`config.mk`:
```
export PLATFORM = sky130hd
export DESIGN_NAME = bus_source_arbiter
export DESIGN_NICKNAME = d
export VERILOG_FILES = /design/src/rtl/bus_source_arbiter.sv
export SDC_FILE = /design/constraint.sdc
export NUM_CORES = 1
export LEC_CHECK = 0
export CAP_MARGIN = 40
export CORE_MARGIN = 2
export CORE_UTILIZATION = 45
export CTS_BUF_LIST = sky130_fd_sc_hd__clkbuf_8
export CTS_CLUSTER_DIAMETER = 80
export DETAILED_ROUTE_END_ITERATION = 16
export PLACE_DENSITY = 0.61
export SYNTH_ARGS = -nofsm -noshare
export SYNTH_HDL_FRONTEND = slang
export SYNTH_SLANG_ARGS = --single-unit
```
`constraint.sdc`:
```
create_clock -name clk -period 6.8 [get_ports clk]
set_clock_uncertainty 0.2 [all_clocks]
set_input_delay 0.68 -clock clk [delete_from_list [all_inputs] [get_ports clk]]
set_output_delay 0.68 -clock clk [all_outputs]
set_load 0.1 [all_outputs]
```
`src/rtl/bus_source_arbiter.sv`:
```
// Round-robin arbiter for up to 32 bus drive requests. Its registered grant is always zero or one-hot.
// Optional hold limit is compiled in with `define BUS_TIMEOUT_EN.
module bus_source_arbiter #(
   parameter int N        = 32,
   parameter int PTR_W    = 5,
   parameter int MAX_HOLD = 16
) (
   input  logic         clk,
   input  logic         clr,
   input  logic [N-1:0] req,
   output logic [N-1:0] grant,
   output logic         bus_busy,
   output logic         timeout
);

   // state   | meaning
   // IDLE    | no owner, grant is zero, arbitrate on any request
   // GRANTED | owner holds the bus while it keeps requesting
   typedef enum logic {IDLE, GRANTED} state_t;

   state_t           state, state_nxt;
   logic [PTR_W-1:0] owner, owner_nxt;
   logic [PTR_W-1:0] ptr, ptr_nxt;
   logic [N-1:0]     grant_nxt;
   logic             found;
   logic [PTR_W-1:0] win;
   logic [PTR_W-1:0] idx;
   logic             launch;

   if (MAX_HOLD < 1 || MAX_HOLD > 255) begin : g_bad_max_hold
      $error("MAX_HOLD must be in 1..255");
   end

   // Rotating search: ptr is tried first, then ptr+1, wrapping mod N.
   always_comb begin
      found = 1'b0;
      win   = ptr;
      idx   = '0;
      for (int i = 0; i < N; i++) begin
         idx = ptr + PTR_W'(i);
         if (!found && req[idx]) begin
            found = 1'b1;
            win   = idx;
         end
      end
   end

`ifdef BUS_TIMEOUT_EN
   localparam logic [7:0] HOLD_LAST = 8'(MAX_HOLD - 1);

   logic [7:0] hold_cnt, hold_cnt_nxt;
   logic       timeout_q, timeout_nxt;
   logic       expire;

   assign expire  = (state == GRANTED) && req[owner] && (hold_cnt == HOLD_LAST);
   assign timeout = timeout_q;
`else
   assign timeout = 1'b0;
`endif

   always_comb begin
      state_nxt = state;
      owner_nxt = owner;
      ptr_nxt   = ptr;
      grant_nxt = grant;
      launch    = 1'b0;
`ifdef BUS_TIMEOUT_EN
      hold_cnt_nxt = hold_cnt;
      timeout_nxt  = 1'b0;
`endif
      case (state)
         IDLE: begin
            if (found) launch = 1'b1;
            else       grant_nxt = '0;
         end
         GRANTED: begin
            if (req[owner]) begin
`ifdef BUS_TIMEOUT_EN
               if (expire) begin
                  grant_nxt   = '0;
                  state_nxt   = IDLE;
                  timeout_nxt = 1'b1;
               end else begin
                  hold_cnt_nxt = hold_cnt + 8'd1;
               end
`endif
            end else if (found) begin
               launch = 1'b1;
            end else begin
               grant_nxt = '0;
               state_nxt = IDLE;
            end
         end
         default: begin
            grant_nxt = '0;
            state_nxt = IDLE;
         end
      endcase
      if (launch) begin
         grant_nxt = {{(N-1){1'b0}}, 1'b1} << win;
         owner_nxt = win;
         ptr_nxt   = win + PTR_W'(1);
         state_nxt = GRANTED;
`ifdef BUS_TIMEOUT_EN
         hold_cnt_nxt = 8'd0;
`endif
      end
   end

   always_ff @(posedge clk) begin
      if (clr) begin
         state    <= IDLE;
         owner    <= '0;
         ptr      <= '0;
         grant    <= '0;
         bus_busy <= 1'b0;
`ifdef BUS_TIMEOUT_EN
         hold_cnt  <= 8'd0;
         timeout_q <= 1'b0;
`endif
      end else begin
         state    <= state_nxt;
         owner    <= owner_nxt;
         ptr      <= ptr_nxt;
         grant    <= grant_nxt;
         bus_busy <= |grant_nxt;
`ifdef BUS_TIMEOUT_EN
         hold_cnt  <= hold_cnt_nxt;
         timeout_q <= timeout_nxt;
`endif
      end
   end

endmodule

```
==> results.md <==
* Relative slew slack at 45.8%
* Vias per Instance at 6.93
* Most common cell after layout, fill and taps aside: mux4_2
* R2R Setup Slk at about 290 ps
* Final period util at 95.7%
* Root Buffer: clkbuf_8
* Hold Startpoint: owner[4]
* First-pass detailed-route iteration total at 5
* Area growth syn-to-layout at 20.7%
* Die area at just over 0.02 mm2
* Clock Pin Slew Worst Setup and Hold Paths at ~80 ps
* Number of setup buffers added after CTS at 0
* Worst hold endpoint: owner[4]
* Total track usage at between 30% and 40%
* CTS tree: built
* Ant diodes at 0
* Yosys synthesis warning count at 0
* EDFF count, synth at 0
* DP Cell Count at 1384
* Worst-Margin Slew at just over 800 ps
* Setup CP Type: reg2reg
* Total clock sinks at between 40 and 50
* Share of layout cells above drive strength 1 at between 20% and 30%
* Dpl hpwl at roughly 30 mm
* Hold buffers post-CTS at 0
* Worst Hold Depth at 2
* Vias at ~9.6k
* R2R depth at 21
* Post-Route WL at roughly 38 mm
* Vias in the first global route at approximately 9k
* Die W at between 100 and 150 um
* I/O pin total at between 60 and 70
* Fmax achieved at between 150 and 200 MHz
* Post-Syn Area per Cell at between 8 and 9 um2
* Core footprint at a little under 0.02 mm2
* Final hold vios at 0
* Synthesized cell area at roughly 0.009 mm2
* Post-layout nets at approximately 1.2k
* Number of distinct library cells after synthesis at between 80 and 90
* Area post-placement at 0.0105 mm2
* Initial Util at between 40% and 50%
* Run status: finished, final reports clean
* Design Area, Final at roughly 0.011 mm2
* Syn Nets at approximately 1.1k
* Mapped Cells at about 1k
* GRT overflow at 0
* # DRC at 0
* First-pass GRT wire length at between 50 and 60 mm
* Fin. max-slew vios at 0
* Initial antenna violation count at 0
* Fin util at 55.1%
* Number of max-cap violations at 0
* CP max FO at 25
* RSZ-0062 raised after global routing: false
* Layout fillers at 1770
* Critical path startpoint category: flop
* Final Wtd Congestion at ~1.1
* Rows at between 50 and 60
* Final ANT Viol Nets at 0
* Input/output buffers at 66
* Asr flop ratio synth at 0%
* Minimum clock period at approximately 6500 ps
* Top FF cell, synth: dfxtp_1
* Htree depth at 2
* Seq cells post-synth at 44
* Crit path required time at between 6000 and 7000 ps
* Pin count of the biggest net entering global routing at between 40 and 50
* Sequential fraction of the synthesis area at 9.97%
* Post-CTS sizing at 0
* Clk Latency, worst-skew pair at 300 ps
* Most frequent cells in the layout: mux4_2, nand2_1, mux2i_1, nor2_1, buf_4
* Critical R2R Capture: bus_busy
* Drt wl/cell at 27.2 um
* Min-Delay Path Class: reg2reg
* Worst path arrival time at about 6500 ps
* Setup violators final at 0
* Clock tree buffer depth at 2
* Final TNS setup at 0 ps
* Worst r2r src: ptr[0]
* Post-route insts no fill at approximately 1.4k
* CTS Buf Count at 5
* DRT iter0 DRCs at 1108
* Crit end category: flop
* Die Ht at 144 um
[critical path, cell delays in order, from the launching register on]
cell and delay, ps:
dfxtp_2 350, buf_4 320, ha_1 450, buf_4 230, a21oi_1 100, xor2_2 340, mux4_2 590, mux2i_2 380
nand2_2 140, or3_4 400, buf_4 220, nor4_1 590, nand2_1 130, a21oi_1 280, nor3_1 130, o2111ai_1 180
nand2_1 190, inv_1 120, ha_1 200, ha_1 280, or3b_2 470, a31oi_1 130
[how the worst max path moves through the flow]
stage                     startpoint  endpoint  slack, ps  cells past startpoint
after CTS                     ptr[0]  bus_busy        280                     21
after detailed placement      ptr[0]  bus_busy        320                     21
after global routing          ptr[3]  bus_busy          8                     21
after floorplan               ptr[1]  bus_busy        470                     27
final                         ptr[0]  bus_busy        290                     21
after global placement       req[18]  bus_busy        350                     19
[Yosys cell counts (all sizes together), types with 10 or more instances]
master	number	area [um2]
mux4	91	2050
nor2	90	363
mux2i	88	910
nand2	88	335
a21oi	52	264
dfxtp	44	881
o21ai	44	220
a22oi	40	300
mux2	40	454
buf	35	238
clkbuf	35	131
inv	27	101
nor3	24	120
xnor2	22	200
a211oi	19	143
ha	19	238
and2	17	106
nand2b	17	106
nor4	17	113
o22ai	17	106
nand3	15	80.1
nor2b	13	88.8
o211ai	12	90.1
or3	11	83.8
nand4	10	68.8
[logic make-up (layout without fill, tap and decap cells)]
logic type	Yosys count	count (layout)	synth area share [%]
XOR/XNOR	31	31	3.16
flip-flops	44	44	9.97
multiplexers	219	219	38.6
buffers and inverters	98	212	5.37
other	1	1	0.0425
AND/OR/NAND/NOR	331	331	19.0
AO/OA/AOI/OAI	271	271	21.1
adder cells (fa/ha/maj)	19	19	2.69
[layer usage]
layer	routed length, um	global-route usage [%]
met2	17500	58.8
met5	0	0
met3	3270	4.64
met1	15100	49.2
met4	2050	15.6
[sequential cells by signal, summed over array words and instances, names as in the netlist]
| signal | count |
|---|---|
| bus_busy | 1 |
| grant | 32 |
| owner | 5 |
| ptr | 5 |
| state | 1 |
[area by class of cell]
| type | count | area (um2) | share of cell area [%] |
|---|---|---|---|
| Multi-Input combinational cell | 872 | 7500 | 70.4 |
| Timing Repair Buffer | 176 | 1750 | 16.4 |
| Sequential cell | 44 | 883 | 8.29 |
| Tap cell | 265 | 332 | 3.11 |
| Inverter | 28 | 105 | 0.986 |
| Clock buffer | 6 | 82.6 | 0.775 |
| Clock inverter | 2 | 10.0 | 0.0939 |
[stage by stage]
stage               hold WS, ps  worst slack, ps
global route                303             7.53
finish                      279              293
CTS                         282              277
detailed placement          269              317
global placement            265              348
floorplan                   250              467
Power is not shown: default switching activity piles up to over one toggle a cycle in this logic, so the estimate is an artifact.
==> variant 1: new RTL, same flow settings <==
`N`: 32 -> 64.
--- a/src/rtl/bus_source_arbiter.sv
+++ b/src/rtl/bus_source_arbiter.sv
@@ -3,3 +3,3 @@
 module bus_source_arbiter #(
-   parameter int N        = 32,
+   parameter int N        = 64,
    parameter int PTR_W    = 5,
Interface: changed (resized grant and req); port bits go from 68 to 132. The function was not compared with the original's and may differ.
==> variant 1 against the unedited design <==
Final area increased by 39%. Wire length increased by 30%. Area after synthesis increased by 24%. Synthesized cell count increased by 25%. Sequential cell count increased by 32. Non-clock buffer count increased by 164. Worst setup slack got worse by 0.048 ns. Maximum frequency decreased by 0.73%. Via count increased by 29%.
Power is left out: the tool's default activity adds up to more than one toggle a clock period on the data nets, which glitch-free logic cannot reach.
==> variant 1: results (changes against the unedited design) <==
- Post-synthesis cell type count: 95 (was 88)
- DRT Pass-1 Iters: 6 (was 5)
- Clock root buffer master: clkbuf_8 (unchanged)
- TritonCTS Buffers: 9 (was 5)
- Area post-placement: 0.0145 mm² (was 0.0105 mm²)
- Most frequent cells after synthesis: nor2_1, mux4_2, nand2_1, mux2i_1, dfxtp_1 (was mux4_2, nand2_1, mux2i_1, nor2_1, a21oi_1)
- CP Class: reg2reg (unchanged)
- Layout cells sized above 1: 0.308 (was 0.261)
- Final Cycle Share: 0.964 (was 0.957)
- Met3 Wirelength: 4550 µm (was 3270 µm)
- H-Tree Depth: 3 (was 2)
- Hold Crit Depth: 1 (was 2)
- Met1 usage: 0.494 (was 0.492)
- Syn nets: 1354 (was 1067)
- Vias in the first global route: 11993 (was 9002)
- Global-route usage over all layers: 0.381 (was 0.364)
- Worst skew pair latency: 0.36 ns (was 0.30 ns)
- Fin nets: 1596 (was 1180)
- WL met2: 22100 µm (was 17500 µm)
- Dpl hpwl: 39200 µm (was 30000 µm)
- M3 GR Usage: 0.0644 (was 0.0464)
- Critical path arrival: 6.65 ns (was 6.54 ns)
- Crit path max fanout: 30 (was 25)
- Pin count of the biggest net entering global routing: 48 (was 46)
- First-pass GRT wire length: 74900 µm (was 56600 µm)
- Regs by FF count: grant (64), owner (5), ptr (5) (was grant (32), owner (5), ptr (5))
- Synth area leaders: mux4_2, dfxtp_1, mux2i_1 (unchanged)
- Reg-to-reg slack, setup: 0.25 ns (was 0.29 ns)
- Worst slew margin: 0.460 (was 0.458)
- Worst R2R Start: ptr[1] (was ptr[0])
- Status: complete, no violations (unchanged)
- FILL cells: 2083 (was 1770)
- Met1 WL: 19100 µm (was 15100 µm)
- Post-synthesis sequential area ratio: 0.139 (was 0.0997)
- Number of flip-flops in the largest register: 64 (was 32)
- Vias per cell: 6.76 (was 6.93)
- DRT iter0 DRCs: 1385 (was 1108)
-- variant 1: cell count changes in the layout (fill, tap and decap cells not counted), sizes merged, moves of 9 or more --
cell | before | now
o21ai | 44 | 63
clkdlybuf4s50 | 66 | 98
nand2 | 88 | 103
nor2 | 90 | 107
nand2b | 17 | 6
a32oi | 2 | 25
nand4 | 10 | 19
dfxtp | 44 | 76
nand3 | 15 | 41
mux2 | 40 | 50
and2 | 17 | 43
a22oi | 40 | 21
buf | 109 | 242
mux4 | 91 | 103
-- variant 1: cells by family after synthesis --
logic type      synth area share
other cells             0.000342
flops                      0.139
simple gates               0.206
buf+inv                   0.0540
fa+ha+maj                 0.0194
mux                        0.336
compound gates             0.219
xor+xnor                  0.0264
-- variant 1: how the worst min path moves through the flow --
stage	from	to	slack (ns)
detailed placement	grant[49]	grant[49]	0.28
global placement	grant[54]	grant[54]	0.27
floorplan	owner[4]	owner[4]	0.28
finish	grant[49]	grant[49]	0.30
global route	grant[49]	grant[49]	0.31
CTS	grant[49]	grant[49]	0.30
-- variant 1: repair_timing --
item	in CTS	in global routing
hold buffers	0	0
resized for setup	0	16
endpoints found under the setup margin	0	14
-- variant 1: final cells by class --
type                            instances  area [µm²]  area share
Sequential cell                        76        1530       0.104
Tap cell                              324         405      0.0274
Clock buffer                            9         124     0.00838
Clock inverter                          6        65.1     0.00440
Inverter                               25         109     0.00736
Multi-Input combinational cell       1061        8970       0.607
Timing Repair Buffer                  340        3580       0.242
-- variant 1: through the flow --
step                      hold WS (ns)  utilization  std cells  setup WS, ns
after floorplan                  0.278            -       1271        0.0150
after global placement           0.269        0.551       1760         0.109
after detailed placement         0.278        0.602       1826        0.0773
after CTS                        0.295        0.609       1841        0.0681
after global routing             0.310        0.613       1841        0.0570
final                            0.295        0.613       1841         0.245
==> variant 2: new RTL, same settings <==
Without the edit above. The option `BUS_TIMEOUT_EN` is turned on by a define.
--- a/src/rtl/bus_source_arbiter.sv
+++ b/src/rtl/bus_source_arbiter.sv
@@ -2,2 +2,4 @@
 // Optional hold limit is compiled in with `define BUS_TIMEOUT_EN.
+`define BUS_TIMEOUT_EN
+
 module bus_source_arbiter #(
Check against the original RTL: no difference found for any inputs over 4 cycles, from zero or initial values; that may be too few to reach the edited logic, so the function may still have changed.
==> variant 2 against the unedited design <==
Critical path depth is the same. Final area is 6.6% higher. Area after synthesis rose by 6.3%. Sequential cell count grew 9. Wire length grew 8.5%. Worst setup slack lost 0.088 ns. Critical path type unchanged.
Power is left out: the tool's default activity adds up to more than one toggle a clock period on the data nets, which glitch-free logic cannot reach.
==> variant 2: results (changes against the unedited design) <==
- DRT iter0 DRCs: 1511 (was 1108)
- Vias per cell: 7.13 (was 6.93)
- Vias in the first global route: 9862 (was 9002)
- Regs by FF count: grant (32), hold_cnt (8) (was grant (32), owner (5), ptr (5))
- Critical path arrival: 6.60 ns (was 6.54 ns)
- CTS Buffer Depth: 2 (unchanged)
- DRT Pass-1 Iters: 7 (was 5)
- Most frequent cells after synthesis: nor2_1, nand2_1, mux4_2, mux2i_1, a21oi_1 (was mux4_2, nand2_1, mux2i_1, nor2_1, a21oi_1)
- Crit-path leading delay family: simple AND/OR/NAND/NOR gates (unchanged)
- Dpl hpwl: 32300 µm (was 30000 µm)
- Synth area leaders: mux4_2, dfxtp_1, mux2i_1 (unchanged)
- Fin nets: 1287 (was 1180)
- Global-route usage over all layers: 0.367 (was 0.364)
- PortBufs: 67 (was 66)
- Status: complete, no violations (unchanged)
- FILL cells: 1892 (was 1770)
- Final Wtd Congestion: 1.11 (was 1.06)
- Syn nets: 1173 (was 1067)
- Worst slew margin: 0.407 (was 0.458)
- Largest stage delay, worst path: 0.67 ns (was 0.59 ns)
- Ys flop type: dfxtp_1 (unchanged)
- First-pass GRT wire length: 61700 µm (was 56600 µm)
- Hold crit path type: reg2reg (unchanged)
- TritonCTS Buffers: 5 (unchanged)
- Worst skew pair latency: 0.34 ns (was 0.30 ns)
- Post-synthesis cell type count: 86 (was 88)
- Crit path max fanout: 25 (unchanged)
- Initial antenna violation count: 0 (unchanged)
- Pin count of the biggest net entering global routing: 47 (was 46)
- Fin cells: 1506 (was 1393)
- Post-synthesis sequential area ratio: 0.113 (was 0.0997)
- Pre-CTS setup slack: 0.109 ns (was 0.317 ns)
- Layout cells sized above 1: 0.240 (was 0.261)
- WL per Instance: 27.3 µm (was 27.2 µm)
- Post-CTS Resized: 0 (unchanged)
- Avg Cell Area, Syn: 8.39 µm² (was 8.71 µm²)
- Clock-pin slew on the worst setup and hold paths: 0.11 ns (was 0.08 ns)
==> variant 2: path summary, 6_finish.rpt <==
kind / from / endpoint / slack, ns / cells past startpoint
worst max-delay path: ptr[1] / bus_busy / 0.20 / 21
worst min-delay path: owner[4] / owner[4] / 0.29 / 2
worst max register to register: ptr[1] / bus_busy / 0.20 / 21
worst min register to register: owner[4] / owner[4] / 0.29 / 2
==> variant 2: cell families (layout without fill, tap and decap cells) <==
family / Yosys count / count (layout) / synth area share
compound gates: 303 / 303 / 0.231
simple gates: 404 / 404 / 0.206
mux: 197 / 197 / 0.340
other cells: 0 / 1 / 0
flops: 53 / 53 / 0.113
xor+xnor: 39 / 39 / 0.0364
fa+ha+maj: 19 / 19 / 0.0253
buf+inv: 105 / 220 / 0.0497
==> variant 2: final cells by class <==
cell class / instances / share of cell area
Sequential cell: 53 / 0.0939
Antenna cell: 1 / 0.000220
Tap cell: 270 / 0.0297
Multi-Input combinational cell: 962 / 0.695
Timing Repair Buffer: 187 / 0.164
Clock inverter: 3 / 0.00253
Clock buffer: 5 / 0.00606
Inverter: 25 / 0.00837
==> variant 2: stage by stage <==
step | instance area, µm² | utilization
after floorplan | 9420 | -
after global placement | 10700 | 0.526
after detailed placement | 11300 | 0.553
after CTS | 11400 | 0.558
after global routing | 11400 | 0.558
final | 11400 | 0.558
==> variant 2: metal layers <==
metal	vias up	share of wire	global-route usage
li1	4629	-	-
met1	5171	0.40	0.515
met2	781	0.43	0.550
met3	163	0.11	0.0712
met4	0	0.057	0.164
met5	-	0	0
